$ cat config.mk
export PLATFORM = sky130hd
export DESIGN_NAME = imem_stream_loader
export DESIGN_NICKNAME = d
export VERILOG_FILES = /design/src/rtl/imem_loader_pkg.sv /design/src/rtl/imem_byte_packer.sv /design/src/rtl/imem_stream_loader.sv
export SDC_FILE = /design/constraint.sdc
export NUM_CORES = 1
export LEC_CHECK = 0
export ABC_AREA = 1
export CAP_MARGIN = 40
export CORE_MARGIN = 1
export CORE_UTILIZATION = 45
export CTS_BUF_LIST = sky130_fd_sc_hd__clkbuf_2
export DETAILED_ROUTE_END_ITERATION = 7
export DONT_BUFFER_PORTS = 1
export SLEW_MARGIN = 20
export SYNTH_ARGS = -nofsm -noshare
export SYNTH_HDL_FRONTEND = slang
export SYNTH_SLANG_ARGS = --single-unit
$ cat constraint.sdc
create_clock -name clk -period 1.9 [get_ports clk]
set_clock_uncertainty 0.15 [all_clocks]
set_input_delay 0.38 -clock clk [delete_from_list [all_inputs] [get_ports clk]]
set_output_delay 0.38 -clock clk [all_outputs]
set_load 0.01 [all_outputs]
$ cat src/rtl/imem_loader_pkg.sv
// Shared types and constants for the instruction-memory stream loader.
package imem_loader_pkg;

    typedef enum logic [2:0] {
        IDLE,
        COLLECT,
        WRITE,
        CHECK,
        RELEASE
    } loader_state_e;

    localparam int ADDR_STEP      = 4;
    localparam int BYTES_PER_WORD = 4;

endpackage

$ cat src/rtl/imem_byte_packer.sv
// Packs a little-endian byte stream into 32-bit words; word_valid pulses on the
// handshake of the final byte of a word.
module imem_byte_packer
    import imem_loader_pkg::*;
(
    input  logic        clk,
    input  logic        reset,
    input  logic        clear,
    input  logic        byte_fire,
    input  logic [7:0]  byte_data,
    output logic [31:0] word,
    output logic        word_valid
);

    logic [1:0]  cnt_q, cnt_d;
    logic [31:0] word_q, word_d;

    // Each accepted byte lands in the lane selected by the byte counter.
    always_comb begin
        cnt_d  = cnt_q;
        word_d = word_q;
        if (clear) begin
            cnt_d  = '0;
            word_d = '0;
        end else if (byte_fire) begin
            word_d[{cnt_q, 3'b000} +: 8] = byte_data;
            cnt_d                        = cnt_q + 2'd1;
        end
    end

    always_ff @(posedge clk or negedge reset) begin
        if (!reset) begin
            cnt_q  <= '0;
            word_q <= '0;
        end else begin
            cnt_q  <= cnt_d;
            word_q <= word_d;
        end
    end

    assign word       = word_q;
    assign word_valid = byte_fire && !clear && (cnt_q == 2'(BYTES_PER_WORD - 1));

endmodule

$ cat src/rtl/imem_stream_loader.sv
// Loads a byte stream into instruction memory at byte addresses 0,4,8,... and then
// releases the core PC. Optional trailer checksum: define IMEM_LOADER_CHECKSUM_EN.
module imem_stream_loader
    import imem_loader_pkg::*;
#(
    parameter int ADDR_W = 9,
    parameter int DATA_W = 32,
    parameter int LEN_W  = 8
) (
    input  logic              clk,
    input  logic              reset,
    input  logic              start,
    input  logic [LEN_W-1:0]  len_words,
    input  logic              s_valid,
    input  logic [7:0]        s_data,
    output logic              s_ready,
    output logic              we0,
    output logic [ADDR_W-1:0] wr_addr0,
    output logic [DATA_W-1:0] wr_din0,
    output logic              resetpc,
    output logic              busy,
    output logic              done,
    output logic              err
);

    loader_state_e     state_q, state_d;
    logic [LEN_W-1:0]  cnt_q, cnt_d;
    logic [LEN_W-1:0]  len_q, len_d;
    logic [ADDR_W-1:0] addr_q, addr_d;
    logic              resetpc_q, resetpc_d;
    logic              start_accept;
    logic              byte_fire;
    logic              word_valid;
    logic [31:0]       word;
    logic              last_word;
`ifdef IMEM_LOADER_CHECKSUM_EN
    logic [31:0]       sum_q, sum_d;
    logic              err_q, err_d;
`endif

    assign start_accept = start && (state_q == IDLE);
    assign s_ready      = (state_q == COLLECT) || (state_q == CHECK);
    assign byte_fire    = s_valid && s_ready;
    assign last_word    = (cnt_q == len_q - LEN_W'(1));

    imem_byte_packer u_packer (
        .clk        (clk),
        .reset      (reset),
        .clear      (start_accept),
        .byte_fire  (byte_fire),
        .byte_data  (s_data),
        .word       (word),
        .word_valid (word_valid)
    );

    always_comb begin
        state_d   = state_q;
        cnt_d     = cnt_q;
        len_d     = len_q;
        addr_d    = addr_q;
        resetpc_d = resetpc_q;
`ifdef IMEM_LOADER_CHECKSUM_EN
        sum_d     = sum_q;
        err_d     = err_q;
`endif
        unique case (state_q)
            IDLE: begin
                if (start) begin
                    len_d     = len_words;
                    cnt_d     = '0;
                    addr_d    = '0;
                    resetpc_d = 1'b0;
`ifdef IMEM_LOADER_CHECKSUM_EN
                    sum_d     = '0;
                    err_d     = 1'b0;
`endif
                    state_d   = (len_words == '0) ? RELEASE : COLLECT;
                end
            end
            COLLECT: begin
                if (word_valid) state_d = WRITE;
            end
            WRITE: begin
                addr_d = addr_q + ADDR_W'(ADDR_STEP);
                cnt_d  = cnt_q + LEN_W'(1);
`ifdef IMEM_LOADER_CHECKSUM_EN
                sum_d  = sum_q + word;
                state_d = last_word ? CHECK : COLLECT;
`else
                state_d = last_word ? RELEASE : COLLECT;
`endif
            end
            CHECK: begin
`ifdef IMEM_LOADER_CHECKSUM_EN
                if (word_valid) state_d = RELEASE;
`else
                state_d = IDLE;
`endif
            end
            RELEASE: begin
                resetpc_d = 1'b1;
                state_d   = IDLE;
`ifdef IMEM_LOADER_CHECKSUM_EN
                // The packer now holds the trailer word; zero-length loads carry no trailer.
                if ((len_q != '0) && (word != sum_q)) err_d = 1'b1;
`endif
            end
            default: state_d = IDLE;
        endcase
    end

    always_ff @(posedge clk or negedge reset) begin
        if (!reset) begin
            state_q   <= IDLE;
            cnt_q     <= '0;
            len_q     <= '0;
            addr_q    <= '0;
            resetpc_q <= 1'b0;
        end else begin
            state_q   <= state_d;
            cnt_q     <= cnt_d;
            len_q     <= len_d;
            addr_q    <= addr_d;
            resetpc_q <= resetpc_d;
        end
    end

`ifdef IMEM_LOADER_CHECKSUM_EN
    always_ff @(posedge clk or negedge reset) begin
        if (!reset) begin
            sum_q <= '0;
            err_q <= 1'b0;
        end else begin
            sum_q <= sum_d;
            err_q <= err_d;
        end
    end

    assign err = err_q;
`else
    assign err = 1'b0;
`endif

    assign we0      = (state_q == WRITE);
    assign wr_addr0 = addr_q;
    assign wr_din0  = word;
    assign resetpc  = resetpc_q;
    assign busy     = (state_q == COLLECT) || (state_q == WRITE) || (state_q == CHECK);
    assign done     = (state_q == RELEASE);

endmodule

Yosys cells after proc, flatten, opt, wreduce, memory -nomap -nowiden
Index checks and enable logic that the tools add are counted.

Register bits after elaboration: 63. Logic and storage cells: 55. Input bits: 20. Output and inout port bits: 47.

Eq/ne operators: 8. Muxes and demuxes: 16. Shift operators: 2. Add/subtract/negate cells: 5. Reduce and logical (&&, ||, !) cells: 17.

Operator list (count): $mux 32 (2); $bwmux 32 (1); $shift 8x7->32 const A (1); $shiftx 8x7->32 (1); $pmux 9 s2 (1); $pmux 8 s2 (1); $mux 3 (4); $add 9x3->9 const B (1); $mux 9 (1); $pmux 3 s3 (1); $add 8x1->8 const B (1); $eq 8x8->1 (1); $logic_not 8->1 (1); $mux 8 (1); $reduce_and 2->1 (4); $sub 8x1->8 const B (1); $neg 5->7 (1); $eq 3x2->1 const B (2); $reduce_bool 2->1 (3); $logic_and 1x1->1 (4); $mux 2 (2); $eq 3x1->1 const B (1); $eq 3x3->1 const B (1); $logic_not 3->1 (1); 8 further kinds (10).

Depth between registers and ports, before layout
Word-level depth: 7. Depth in mapped cells: 14. Mapped depth without buffers: 14.

Modules after synthesis
From an unflattened synthesis, not the netlist that was laid out.

Cell total of the unflattened synthesis: 412. Area, all modules: 3173.0 sq um.

By module, submodules not included: imem_stream_loader (sequential area each 675.6 sq um, cells each 228, instances 1, area an instance 1630.3 sq um); imem_byte_packer (sequential area each 850.8 sq um, cells each 184, instances 1, area an instance 1542.7 sq um).

Least setup slack after synthesis
Ideal clock, no wire load.

Path kind: register to register. From: register len_q[0]. To: register state_q[0]. Required time: 1.634 ns. Arrival time: 1.393 ns. Buffers on the path: 0. Path slack: 0.240 ns. Period minus slack after synthesis: 1.660 ns. Stages on the path, launching flop included: 15. Setup time: 0.116 ns. Path through: dfrtp_1 -> inv_1 -> ha_1 -> inv_1 -> nand2_1 -> nand2_1 -> nand2_1 -> nor2_1 -> nand3_1 -> nor2_1 -> nand2_1 -> nand2_1 -> nand2_1 -> nand2_1 -> nand2_1.

Cells in the longest elaborated chain, start to end: 4.

RTL lines: start: declaration (line imem_stream_loader.sv:28) `logic [LEN_W-1:0] len_q, len_d;`; start signal: assignment (line imem_stream_loader.sv:122) `len_q <= len_d;`; $sub 8x1->8 (line imem_stream_loader.sv:44) `assign last_word = (cnt_q == len_q - LEN_W'(1));`; $eq 8x8->1 (line imem_stream_loader.sv:44); $mux 3 (line imem_stream_loader.sv:90) `state_d = last_word ? RELEASE : COLLECT;`; $pmux 3 s3 (line imem_stream_loader.sv:66) `unique case (state_q)`; end signal: assignment (line imem_stream_loader.sv:120) `state_q <= state_d;`; end: declaration (line imem_stream_loader.sv:26) `loader_state_e state_q, state_d;`.

No other way between the ends. A chain may end at the register's enable or synchronous reset.

Final worst setup path
From: register state_q[1]. To: output port done.

Cells in the longest elaborated chain, start to end: 1.

RTL lines: $eq 3x3->1 (line imem_stream_loader.sv:149) `assign done = (state_q == RELEASE);`; end: declaration (line imem_stream_loader.sv:22) `output logic done,`.

No other way between the ends.

==> flow_metrics.py <==
metrics = {
    "status": {
        "outcome": "completed",
    },
    "pwr": {
        "powerDensity_nw_per_um2": 1300,
        "p_leak_nw": 1.78,
        "p_total_w": 0.00467,
        "peakVddDrop_mv": 0.541,
    },
    "clocking": {
        "htree_levels": 3,
        "cts.clk_slew.worst_paths_ns": 0.20,
        "root_buffer": "clkbuf_2",
        "cts_tree": "yes",
        "cts_made_buffers": 9,
        "clk_latency_ns": 0.48,
        "cts.path.max_buffers": 2,
        "cts.sinks": 61,
    },
    "drt": {
        "wire_per_inst_um": 14.5,
        "first_pass_iters": 4,
        "route.detailed.drc": 0,
        "wl_um": 7330,
        "wl_met2_um": 3250,
        "vias": 2606,
        "ant_nets": 0,
        "wl_met1_um": 3600,
        "viasPerCell": 5.17,
        "top_layer_used": "met4",
        "routed-wl-met3_um": 384,
        "first_iter_violations": 151,
    },
    "logic_synthesis": {
        "synthTopCellsByArea": "dfrtp_1, nand2_1, inv_1, o21ai_0, nand3_1",
        "synth_top_flop_cell": "dfrtp_1",
        "yosysMostFrequentCell": "nand2_1",
        "yosys.area.top_type_share_pct": 49.0,
        "synth_cell_type_count": 30,
        "synth_area_leader_cell": "dfrtp_1",
        "synthesis.area_sq_um": 3120,
        "synth_common_cells": "nand2_1, dfrtp_1, inv_1, o21ai_0, nand3_1",
        "ys_ff_latch": 61,
        "yosysSeqAreaShare_pct": 49.0,
        "async_flop_share_pct": 100,
        "syn_area_per_cell_sq_um": 8.04,
        "synthCells": 388,
        "ys_warn_count": 0,
        "synth-edff-count": 0,
    },
    "setup_path": {
        "required_ns": 1.37,
        "reg2regPathDepth": 14,
        "path_max_fanout": 2,
        "ff2ff_setup_slack_ns": 0.11,
        "reg2reg_to": "state_q[0]",
        "start_kind": "flop",
        "r2r-start": "len_q[0]",
        "setup.worst_path.start": "state_q[1]",
        "critPathArrivalTime_ns": 1.32,
        "critPathKind": "flop to output pin",
        "worst_setup_path_end_kind": "output pin",
    },
    "sta": {
        "period_share_pct": 97.4,
        "drv_slew": 0,
        "period_needed_ns": 1.85,
        "setup-violations-final": 0,
        "finalHoldViolCount": 0,
        "fmax_mhz": 540,
        "tns_ns": 0,
        "fin_hold_ws_ns": 0.0472,
        "rsz0062_at_grt": "true",
    },
    "global_routing": {
        "grt_pass1_wl_um": 12500,
        "grt_max_degree": 62,
        "grt_usage_pct": 22.0,
        "gr-total-overflow": 0,
        "antenna_found_initial": 0,
        "grt_pass1_vias": 2599,
    },
    "cells_and_area": {
        "fin_area_sq_um": 3600,
        "finalNetCount": 450,
        "n_fill_cell": 620,
        "num_antenna_cells": 0,
        "area_growth_pct": 15.6,
        "layout-drive-gt1-share_pct": 12.2,
    },
    "die": {
        "dieArea_sq_um": 7270,
        "placementRows": 29,
        "initial_core_util_pct": 47.7,
        "core-area_sq_um": 6530,
        "ioPinCount": 67,
        "dieWidth_um": 85.2,
        "fp.dieH_um": 85.2,
    },
    "place": {
        "numPortBuffers": 0,
        "placed_cell_area_sq_um": 3190,
        "gp_congestion": 0.850,
        "dp_hpwl_um": 4960,
    },
    "min_path": {
        "min_path_cells": 3,
        "hold_class": "primary input to flop",
        "min_from": "start",
        "worstHoldEndpoint": "u_packer.cnt_q[1]",
    },
    "job": {
        "cap_violations": 0,
    },
}
[cell families after synthesis]
kind of cell               Yosys count  synth area share (%)
AOI/OAI and AO/OA                   67                  12.0
xor gates and xnor gates             5                  1.40
adders and majority gates            8                  3.21
buffers and inverters               72                  10.0
DFF                                 61                  49.0
muxes                                1                 0.361
other                                1                 0.120
and+or+nand+nor                    173                  23.9
[flip-flops by register name, indices dropped and copies added, names as in the netlist]
register        cells
u_packer.cnt_q      2
resetpc             1
len_q               8
cnt_q               8
wr_addr0            7
u_packer.word      32
state_q             3
[per-stage QoR]
step	util (%)	std cells	worst slack, ns
after global routing	55.2	504	-0.0507
after global placement	48.8	462	0.150
final	55.2	504	0.0498
after CTS	54.4	502	0.00732
after floorplan	-	390	0.240
after detailed placement	48.8	462	0.0697
[cells in the final DEF (no fill, tap or decap), types with 2 or more instances in the layout]
cell type	instances
xor2_1	4
nand2_1	90
clkinvlp_4	3
nand2_2	3
conb_1	3
clkbuf_2	9
ha_1	7
nor2_1	30
nor3_1	2
nor2_2	2
o21ai_1	2
dlygate4sd3_1	19
inv_1	52
o22ai_1	11
o21ai_0	39
inv_2	8
nand4_1	5
dfrtp_1	60
a21oi_1	10
buf_4	10
nand3_1	37
[power by group]
part | internal, W | switching [W] | total (W)
Combinational | 0.000680 | 0.00125 | 0.00193
Clock | 0.000307 | 0.000525 | 0.000831
Sequential | 0.00158 | 0.000326 | 0.00191
Total | 0.00257 | 0.00210 | 0.00467
[worst max-delay path: stages (launching register included)]
cell     delay (ns)
dfrtp_1        0.42
buf_4          0.14
nor2_2         0.14
nand2_2        0.08
inv_2          0.07
[routing by layer]
layer | up-vias | track usage (%)
met1 | 1222 | 31.8
met4 | 0 | 7.86
met5 | - | 0
met2 | 71 | 32.9
met3 | 9 | 4.28
li1 | 1304 | -
[timing repair]
item,CTS,global route
pin swaps,1,0
setup buffers,3,2
resized for setup,3,10
endpoints found under the hold margin,105,0
hold buffers,20,0
cloned,1,0
endpoints found under the setup margin,1,29
[layout make-up]
| type | instances | area, sq um | area share (%) |
|---|---|---|---|
| sequential | 61 | 1530 | 42.4 |
| multi-input combinational | 257 | 1320 | 36.6 |
| timing repair buffer | 32 | 309 | 8.57 |
| inverter | 61 | 231 | 6.42 |
| tap | 77 | 96.3 | 2.67 |
| clock inverter | 7 | 75.1 | 2.08 |
| clock buffer | 9 | 45.0 | 1.25 |
[worst max path at each step]
| stage | slack [ns] | endpoint |
|---|---|---|
| 3_3_place_gp | 0.15 | state_q[0] |
| 2_1_floorplan | 0.24 | state_q[0] |
| 3_5_place_dp | 0.07 | state_q[0] |
| 6_report | 0.05 | done |
| 4_1_cts | 0.007 | done |
| 5_1_grt | -0.05 | state_q[0] |
No activity file was read; power rests on OpenSTA's default activity.
